--- src/rtl/mem_arbiter.sv ---
//==============================================================================
// Module   : mem_arbiter
// Purpose  : Two-port (instruction / data) arbiter in front of a single-port
//            32-bit RAM with registered read data. Reads take two cycles,
//            writes complete in the grant cycle, and out-of-range accesses
//            complete without touching the RAM while setting a sticky fault.
// Options  : MEM_ARBITER_ROUND_ROBIN_EN - round-robin arbitration between the
//            ports on simultaneous requests (default: data port always wins).
// Revision : 1.0 - initial release
//==============================================================================
`default_nettype none

module mem_arbiter #(
    parameter int unsigned ADDR_W = 12,
    parameter logic [31:0] BASE   = 32'h0000_0000
) (
    input  logic              clk,
    input  logic              reset,
    // instruction port
    input  logic [31:0]       i_address,
    input  logic              i_read,
    output logic              i_waitrequest,
    output logic [31:0]       i_readdata,
    // data port
    input  logic [31:0]       d_address,
    input  logic              d_read,
    input  logic              d_write,
    input  logic [3:0]        d_byteenable,
    input  logic [31:0]       d_writedata,
    output logic              d_waitrequest,
    output logic [31:0]       d_readdata,
    // RAM side
    output logic [ADDR_W-1:0] ram_address,
    output logic              ram_read,
    output logic              ram_write,
    output logic [3:0]        ram_byteenable,
    output logic [31:0]       ram_writedata,
    input  logic [31:0]       ram_readdata,
    // status
    output logic              fault
);

    // Size of the mapped window in bytes; 33 bits so that a negative offset
    // (address below BASE) wraps above it and is caught by the same compare.
    localparam logic [32:0] c_SPAN = 33'd1 << (ADDR_W + 2);

    typedef enum logic [1:0] {
        IDLE = 2'd0,
        RD_I = 2'd1,
        RD_D = 2'd2
    } state_t;

    state_t r_state;
    state_t w_state_next;
    logic   r_rd_oor;      // read in flight targets an unmapped address
    logic   r_fault;
    logic   w_oor_next;
    logic   w_set_fault;

    logic [32:0] w_i_off;
    logic [32:0] w_d_off;
    logic        w_i_oor;
    logic        w_d_oor;
    logic        w_i_pend;
    logic        w_d_pend;
    logic        w_grant_d;
    logic        w_grant_i;

    assign w_i_off  = {1'b0, i_address} - {1'b0, BASE};
    assign w_d_off  = {1'b0, d_address} - {1'b0, BASE};
    assign w_i_oor  = (w_i_off >= c_SPAN);
    assign w_d_oor  = (w_d_off >= c_SPAN);
    assign w_i_pend = i_read;
    assign w_d_pend = d_read | d_write;

`ifdef MEM_ARBITER_ROUND_ROBIN_EN
    logic r_prio_d;        // 1: data port wins the next tie

    assign w_grant_d = w_d_pend && (!w_i_pend || r_prio_d);

    // Priority flips to the other port after every grant made in IDLE
    always_ff @(posedge clk) begin
        if (reset) begin
            r_prio_d <= 1'b1;
        end else if (r_state == IDLE) begin
            if (w_grant_d) begin
                r_prio_d <= 1'b0;
            end else if (w_grant_i) begin
                r_prio_d <= 1'b1;
            end
        end
    end
`else
    assign w_grant_d = w_d_pend;
`endif

    assign w_grant_i = w_i_pend && !w_grant_d;

    assign ram_writedata = d_writedata;
    assign fault         = r_fault & ~reset;

    // State register, in-flight range flag and sticky fault
    always_ff @(posedge clk) begin
        if (reset) begin
            r_state  <= IDLE;
            r_rd_oor <= 1'b0;
            r_fault  <= 1'b0;
        end else begin
            r_state  <= w_state_next;
            r_rd_oor <= w_oor_next;
            r_fault  <= r_fault | w_set_fault;
        end
    end

    // Grant decode, RAM strobes and port handshakes
    always_comb begin
        w_state_next   = IDLE;
        w_oor_next     = 1'b0;
        w_set_fault    = 1'b0;
        i_waitrequest  = 1'b1;
        d_waitrequest  = 1'b1;
        i_readdata     = 32'h0;
        d_readdata     = 32'h0;
        ram_read       = 1'b0;
        ram_write      = 1'b0;
        ram_address    = '0;
        ram_byteenable = 4'hF;
        if (!reset) begin
            case (r_state)
                IDLE: begin
                    if (w_grant_d) begin
                        ram_address = w_d_off[ADDR_W+1:2];
                        w_set_fault = w_d_oor;
                        if (d_write) begin
                            // write wins over a simultaneous read
                            ram_write      = !w_d_oor;
                            ram_byteenable = d_byteenable;
                            d_waitrequest  = 1'b0;
                        end else begin
                            ram_read     = !w_d_oor;
                            w_oor_next   = w_d_oor;
                            w_state_next = RD_D;
                        end
                    end else if (w_grant_i) begin
                        ram_address  = w_i_off[ADDR_W+1:2];
                        w_set_fault  = w_i_oor;
                        ram_read     = !w_i_oor;
                        w_oor_next   = w_i_oor;
                        w_state_next = RD_I;
                    end
                end
                RD_I: begin
                    // a dropped request gets no data, state still returns
                    if (i_read) begin
                        i_waitrequest = 1'b0;
                        i_readdata    = r_rd_oor ? 32'h0 : ram_readdata;
                    end
                end
                RD_D: begin
                    if (d_read) begin
                        d_waitrequest = 1'b0;
                        d_readdata    = r_rd_oor ? 32'h0 : ram_readdata;
                    end
                end
                default: w_state_next = IDLE;
            endcase
        end
    end

endmodule

`default_nettype wire

--- config.mk ---
export PLATFORM = sky130hd
export DESIGN_NAME = mem_arbiter
export DESIGN_NICKNAME = d
export VERILOG_FILES = /design/src/rtl/mem_arbiter.sv
export SDC_FILE = /design/constraint.sdc
export NUM_CORES = 1
export LEC_CHECK = 0
export CORE_AREA = 3 3 98 100
export DETAILED_ROUTE_END_ITERATION = 8
export DIE_AREA = 0 0 101 103
export GPL_TIMING_DRIVEN = 0
export PLACE_DENSITY_LB_ADDON = 0.2
export SLEW_MARGIN = 5
export SYNTH_ARGS = -nofsm -noshare
export SYNTH_HDL_FRONTEND = slang
export SYNTH_SLANG_ARGS = --single-unit
--- constraint.sdc ---
create_clock -name clk -period 1.32 [get_ports clk]
set_input_delay 0.132 -clock clk [delete_from_list [all_inputs] [get_ports clk]]
set_output_delay 0.132 -clock clk [all_outputs]
set_load 0.02 [all_outputs]
======== Word level (Yosys, flattened, before mapping) ========
Index checks and enable logic that the tools add are counted.
cells by class
  bitwise gates (word level) .............. 5
  eq/ne operators ......................... 2
  reductions and logical operators ........ 6
  $lt $le $gt $ge ......................... 2
  mux-type cells .......................... 41
operator list
  kind                  number
  $mux 32               7
  $ge 32x15->1 const B  2
  $mux 12               4
  $mux 1                23
  $mux 4                4
  $mux 2                2
  $logic_not 1->1       3
  $eq 2x1->1 const B    1
  $eq 2x2->1 const B    1
  $logic_not 2->1       1
  $not 1->1             2
  $or 1x1->1            2
  $pmux 1 s2            1
  $reduce_or 2->1       1
  $and 1x1->1           1
  $logic_and 1x1->1     1
storage, ports and cells
  register bits ........................... 4
  output and inout bits ................... 117
  word-level logic and storage cells ...... 59
  bits of input ports ..................... 137

======== Longest topological paths before layout ========
Gate-level depths: netlist of the first run.
  word-level depth ........................ 8
  mapped depth ............................ 6
  depth with buffers taken out ............ 4

======== Worst setup path after synthesis of the first run ========
Ideal clock, no wire load.
  path kind ............................... register to output
  start point ............................. register r_state[0]
  end point ............................... output port d_readdata[11]
  buffers on the path ..................... 2
  slack ................................... -0.127 ns
  data arrival time ....................... 1.315 ns
  stages on the path, launching flop included .. 5
  data required time ...................... 1.188 ns
  cell sequence ........................... dfxtp_1 or4b_4 buf_6 buf_12 nor2_2
between the ends
  longest elaborated chain between the ends .. 3
RTL lines
  what                      line  RTL
  start: declaration        53    state_t r_state;
  start signal: assignment  109   r_state <= w_state_next;
  $eq 2x2->1                129   case (r_state)
  $mux 32                   129
  $mux 32                   128   if (!reset) begin
  end: declaration          31    output logic [31:0] d_readdata,
Every way passes these cells.

======== Worst setup path in the final report of the first run ========
  start point ............................. register r_state[0]
  end point ............................... output port d_readdata[26]
The elaborated chain is that of the path after synthesis.

==> results by group, run 1 <==
CTS
  • Clock Path Buffers: 2
  • Clock sinks: 4
  • CTS root buffer: clkbuf_8
  • CTS tree: yes
  • Max H-tree Level: 1
  • Worst-path clk slew: 0.03 ns
  • Skew-Pair Late Insertion Delay: 0.22 ns
  • TritonCTS Buffers: 3

Yosys
  • Post-synth top area cell: buf_4
  • Post-synth EDFFs: 0
  • Synth unique cells: 25
  • Cells after Synth: 200
  • Syn Area/Cell: 6.55 sq um
  • Post-synth ARST share: 0%
  • Area share of the largest cell type after synthesis: 18.3%
  • Net Count, Synth: 337
  • Post-Syn Area: 1310 sq um
  • Ys flop type: dfxtp_1
  • YS warnings: 0
  • Commonest cells in the netlist: nor2_1 (38), nand2b_1 (36), buf_4 (32), nor2_2 (26), a22o_1 (12)
  • Yosys reg bits: 4
  • Most common cell in the synthesized netlist: nor2_1
  • Synth top area cells: buf_4 (18%), nand2b_1 (17%), nor2_2 (12%)
  • Sequential element share of the synthesized area: 6.11%

Outcome
  • Failing checks: setup timing
  • Status: complete, but fails checks

Timing
  • Setup ws final: -0.412 ns
  • Fin crit period: 1.73 ns
  • Final hold vios: 0
  • Max Fclk: 577 MHz
  • RSZ-0062 raised after global routing: true
  • Relative slew slack: 77.7%
  • Final period util: 131%
  • Setup TNS: -22.01 ns
  • Final Skew: 0.00400 ns
  • Max Slew Vio Count: 0
  • Final Setup Violations: 83
  • Worst Tran Pin Value: 0.331 ns
  • Hold Slack: 0.409 ns

Critical path
  • Worst-path fanout max: 10
  • WS Path Type: flop to output port
  • WP data required: 1.19 ns
  • Worst Setup End Kind: output port
  • Worst Setup Start Kind: flop
  • Worst path arrival time: 1.60 ns

Cells and area
  • P&R area growth vs syn: 240%
  • Ant. Diodes: 0
  • Final Util: 50.9%
  • Share of post-route cells with drive strength above 1: 53.4%
  • Reg area: 86.3 sq um
  • Fillcell total: 824
  • Nets@finish: 583
  • Footprint of the multi-input gates: 1280 sq um

Power and ir drop
  • Leakage: 1.92 nW
  • P per Cell Area: 323 nW/um^2
  • VDD IR-drop max: 248 uV
  • Total power: 1.44 mW

Place
  • Final RePlAce weighted congestion: 0.753
  • Worst slack, placed: -1.16 ns
  • DP HPWL: 6.33 mm
  • Port bufs: 217

Global routing
  • First-pass GRT wire length: 10.1 mm
  • Gr ovfl total: 0
  • Initial antenna violation count: 0
  • Vias in the first global route: 2,009
  • Pin count of the biggest net entering global routing: 11
  • Gr usage total: 12.0%

Detailed routing
  • WL final: 7.72 mm
  • Drt first pass iters: 3
  • Vias per cell: 4.04
  • Vias: 2,231
  • Antenna Violating Nets Remaining: 0
  • Initial DRC count: 16
  • DRC viols: 0
  • Routed len/inst: 14.0 um

Die
  • IO Pins: 254
  • Die X: 101 um
  • Site Rows: 34
  • Die area: 10,400 sq um
  • Core footprint: 8760 sq um
  • Die height: 103 um
  • Initial Utilization: 14.9%

Worst hold path
  • HP Class: input pin to flop

Run
  • Max_cap viols: 0
==> path summary, 6_finish.rpt <==
kind                  from        endpoint  slack (ns)  depth (start not counted)
max             r_state[0]  d_readdata[26]       -0.41                          5
min          i_address[23]        r_rd_oor        0.41                          5
max reg2reg     r_state[1]         r_fault        0.05                          7
min reg2reg        r_fault         r_fault        0.61                          2
==> worst max-delay path, cell delays in order, from the launching register on <==
cell and delay (ns):
dfxtp_2 0.35, or4b_4 0.50, buf_12 0.17, buf_12 0.16
nor2_4 0.09, buf_6 0.12
==> metrics by stage <==
step / cell area [sq um] / std cells
final: 4460 / 552
after global routing: 4460 / 552
after CTS: 3990 / 533
after detailed placement: 3790 / 525
after global placement: 3790 / 525
after floorplan: 1480 / 200
==> cell type report <==
cell class | instances | area share, %
Inverter | 3 | 0.253
Tap cell | 108 | 3.03
Sequential cell | 4 | 1.94
Timing Repair Buffer | 242 | 56.2
Buffer | 44 | 9.01
Multi-Input combinational cell | 148 | 28.6
Clock buffer | 3 | 0.926
==> cells by family after synthesis <==
family | Yosys count | synth area share [%]
AND/OR/NAND/NOR | 131 | 56.2
buffers and inverters | 48 | 27.4
AO/OA/AOI/OAI | 17 | 10.3
flip-flops | 4 | 6.11
==> sequential cells by signal (all words and copies together), names as in the netlist <==
register and flops:
r_fault 1, r_rd_oor 1, r_state 2
==> layer usage <==
metal,share of wire (%),track usage (%),up-vias
met4,0.35,0.920,0
met1,33,12.4,976
li1,-,-,1110
met3,12,4.87,4
met2,55,23.8,141
met5,0,0,-
==> cell usage in the layout (no fill, tap or decap), types with 4 or more instances in the layout <==
master	n
buf_2	5
nor2_1	10
nand2b_1	33
dlymetal6s2s_1	10
buf_4	51
nor4_1	5
nor2_4	52
clkdlybuf4s50_1	115
a22o_1	9
buf_6	85
nor2_2	6
buf_12	5
dlygate4sd2_1	8
nand2_1	4
nor4_2	5
==> report_power, final <==
group / leakage [nW] / total [mW] / switching, mW / internal [mW]
combinational: 1.87 / 1.04 / 0.430 / 0.608
sequential: 0.0345 / 0.137 / 0.00753 / 0.129
clock: 0.0216 / 0.264 / 0.0688 / 0.195
==> what timing repair did <==
item	CTS	global route
endpoints found under the hold margin	0	0
setup endpoints to repair	88	86
gates cloned	0	4
resized for setup	426	180
setup buffers	6	15
pin swaps	11	26
hold buffers	0	0
No activity file was read; power rests on OpenSTA's default activity.
==> run 2, diff against run 1 <==
--- a/config.mk
+++ b/config.mk
@@ -6,6 +6,7 @@
 export NUM_CORES = 1
 export LEC_CHECK = 0
 export CORE_AREA = 3 3 98 100
+export CTS_CLUSTER_SIZE = 25
 export DETAILED_ROUTE_END_ITERATION = 8
 export DIE_AREA = 0 0 101 103
 export GPL_TIMING_DRIVEN = 0
==> results of run 2 <==
Same layout as run 1: the final DEF is identical, and so are final timing and power.
==> run 3, diff against run 2 <==
==> config.mk (replaced) <==
export PLATFORM = sky130hd
export DESIGN_NAME = mem_arbiter
export DESIGN_NICKNAME = d
export VERILOG_FILES = /design/src/rtl/mem_arbiter.sv
export SDC_FILE = /design/constraint.sdc
export NUM_CORES = 1
export LEC_CHECK = 0
export ABC_AREA = 1
export CORE_AREA = 3 3 97 99
export CTS_CLUSTER_SIZE = 25
export DETAILED_ROUTE_END_ITERATION = 8
export DIE_AREA = 0 0 100 102
export GPL_TIMING_DRIVEN = 0
export PLACE_DENSITY_LB_ADDON = 0.2
export SYNTH_ARGS = -nofsm -noshare
export SYNTH_HDL_FRONTEND = slang
export SYNTH_SLANG_ARGS = --single-unit
==> results by group, run 3 <==
Detailed routing
  • Initial DRC count: 34 (+18)
  • WL final: 7.78 mm (+0.84%)
  • Antenna Violating Nets Remaining: 0 (unchanged)
  • Drt first pass iters: 4 (+1)
  • Vias per cell: 4.02 (-0.51%)
  • Vias: 2,304 (+3.3%)
  • Routed len/inst: 13.6 um (-2.9%)
  • DRC viols: 0 (unchanged)

CTS
  • Clock sinks: 4 (unchanged)
  • TritonCTS Buffers: 3 (unchanged)
  • Clock Path Buffers: 2 (unchanged)
  • CTS root buffer: clkbuf_8
  • Worst-path clk slew: 0.03 ns (about the same)
  • Max H-tree Level: 1 (unchanged)
  • Skew-Pair Late Insertion Delay: 0.22 ns (about the same)
  • CTS tree: yes

Die
  • Core footprint: 8640 sq um (-1.5%)
  • Initial Utilization: 13.1% (-1.8 points)
  • Die X: 100 um (-0.99%)
  • Site Rows: 34 (unchanged)
  • IO Pins: 254 (unchanged)
  • Die height: 102 um (-0.97%)
  • Die area: 10,200 sq um (-2.0%)

Global routing
  • Pin count of the biggest net entering global routing: 11 (unchanged)
  • Gr ovfl total: 0 (unchanged)
  • First-pass GRT wire length: 11.1 mm (+9.5%)
  • Vias in the first global route: 2,351 (+17%)
  • Gr usage total: 13.4% (+1.3 points)
  • Initial antenna violation count: 0 (unchanged)

Timing
  • Max Slew Vio Count: 0 (unchanged)
  • Max Fclk: 668 MHz (+16%)
  • Final Skew: 0.00534 ns (+0.00134 ns)
  • Setup ws final: -0.176 ns (+0.236 ns)
  • Setup TNS: -7.69 ns (+14.32 ns)
  • Relative slew slack: 83.5% (+5.8 points)
  • Final Setup Violations: 83 (unchanged)
  • RSZ-0062 raised after global routing: true
  • Final hold vios: 0 (unchanged)
  • Worst Tran Pin Value: 0.246 ns (-0.0849 ns)
  • Fin crit period: 1.50 ns (-0.236 ns)
  • Final period util: 113% (-18 points)

Place
  • DP HPWL: 5.82 mm (-8.0%)
  • Final RePlAce weighted congestion: 0.706 (-6.2%)
  • Placed inst area: 3440 sq um (-9.1%)
  • Port bufs: 217 (unchanged)
  • Placed insts: 545 (+3.8%)

Yosys
  • Post-synth ARST share: 0% (unchanged)
  • Sequential element share of the synthesized area: 7.06% (+0.94 points)
  • Post-synth top area cell: nor2_1
  • Synth unique cells: 19 (-24%)
  • Net Count, Synth: 357 (+5.9%)
  • Synth top area cells: nor2_1 (30%), buf_4 (22%), nand2_1 (15%)
  • Syn Area/Cell: 5.16 sq um (-21%)
  • Cells after Synth: 220 (+10%)
  • Most common cell in the synthesized netlist: nor2_1
  • Post-Syn Area: 1130 sq um (-13%)
  • Ys flop type: dfxtp_1
  • Commonest cells in the netlist: nor2_1 (91), nand2_1 (44), buf_4 (33), a22o_1 (12), clkbuf_1 (9)
  • Yosys reg bits: 4 (unchanged)
  • YS warnings: 0 (unchanged)
  • Area share of the largest cell type after synthesis: 30.1% (+12 points)
  • Post-synth EDFFs: 0 (unchanged)

Cells and area
  • Share of post-route cells with drive strength above 1: 52.3% (-1.1 points)
  • Final instance area: 4540 sq um (+1.8%)
  • Top reg by flops: r_state
  • Final Util: 52.6% (+1.7 points)
  • Largest registers: r_state (2), r_fault (1), r_rd_oor (1)
  • Ant. Diodes: 0 (unchanged)
  • Max reg flops: 2 (unchanged)
  • Commonest non-fill, non-tap cell in the layout: clkdlybuf4s50_1
  • Post-route insts no fill: 573 (+3.8%)
  • Nets@finish: 604 (+3.6%)
  • P&R area growth vs syn: 300%
  • Most frequent cells in the layout: clkdlybuf4s50_1 (95), buf_6 (88), nor2_4 (67)

Critical path
  • Worst reg2reg path depth: 7 (unchanged)
  • Worst Setup End Kind: output port
  • WP data required: 1.19 ns (about the same)
  • WS Path Type: flop to output port
  • Worst path arrival time: 1.36 ns (-0.24 ns)
  • Worst-path fanout max: 4 (-6)
  • Worst Setup Start Kind: flop

Outcome
  • Status: complete, but fails checks
  • Failing checks: setup timing

Worst hold path
  • WHS Path Cells: 2 (-3)
  • HP Class: input pin to flop

Power and ir drop
  • Leakage: 2.00 nW (+3.7%)
  • VDD IR-drop max: 246 uV (-1.1%)
  • P per Cell Area: 325 nW/um^2 (+0.82%)

Run
  • Max_cap viols: 0 (unchanged)
-- run 3: cell count changes in the layout (fill, tap and decap cells not counted), sizes merged, moves of 3 or more --
cell / delta
nand2: +41
nand2b: -36
dlygate4sd2: +30
nor2: +24
clkdlybuf4s50: -20
dlymetal6s2s: -10
nor4: -10
buf: -9
clkbuf: +8
inv: +5
or2: +5
nand4: +3
-- run 3: cells by family (layout without fill, tap and decap cells) --
family / Yosys count / after routing / share of synthesized area [%]
flops: 4 / 4 / 7.06
simple gates: 152 / 152 / 54.8
buf+inv: 51 / 296 / 28.4
compound gates: 13 / 13 / 9.70
-- run 3: critical path, stage by stage (launching register included) --
cell,delay [ns]
dfxtp_2,0.32
inv_2,0.08
nand4_1,0.20
buf_4,0.21
or2_4,0.22
buf_6,0.13
-- run 3: worst paths after layout --
check / startpoint / endpoint / slack, ns
setup / recovery: r_state[1] / ram_byteenable[2] / -0.18
hold / removal: d_write / r_state[1] / 0.37
setup reg to reg: r_state[1] / r_rd_oor / 0.16
hold reg to reg: r_fault / r_fault / 0.48
-- run 3: timing repair --
action | in CTS | in global routing
buffers inserted | 15 | 4
setup endpoints to repair | 87 | 84
resized for setup | 696 | 46
hold buffers | 0 | 0
pin swaps | 44 | 8
gates cloned | 7 | 0
-- run 3: cell type report --
type	count	area [sq um]
fill	809	4100
timing repair buffer	242	2530
multi-input combinational	165	1270
buffer	43	450
tap	108	135
sequential	4	82.6
clock buffer	3	41.3
inverter	8	30.0
-- run 3: stage by stage --
step | total power [mW] | hold slack (ns) | worst slack (ns)
after floorplan | 0.511 | 0.211 | -0.00380
after global placement | 1.04 | 0.461 | -0.966
after detailed placement | 1.04 | 0.486 | -0.968
after CTS | 1.44 | 0.379 | -0.226
after global routing | 1.56 | 0.398 | -0.234
final | 1.48 | 0.372 | -0.176
-- run 3: power by group --
group          internal, mW  total (mW)  switching [mW]
Sequential            0.131       0.135         0.00369
Combinational         0.600        1.09           0.486
Clock                 0.194       0.256          0.0616
-- run 3: routing by layer --
metal,wire length [um],track usage [%],vias up
met5,0,0,-
met4,76,1.76,0
met3,820,3.96,6
met2,4590,29.0,132
met1,2300,12.3,1017
li1,-,-,1149
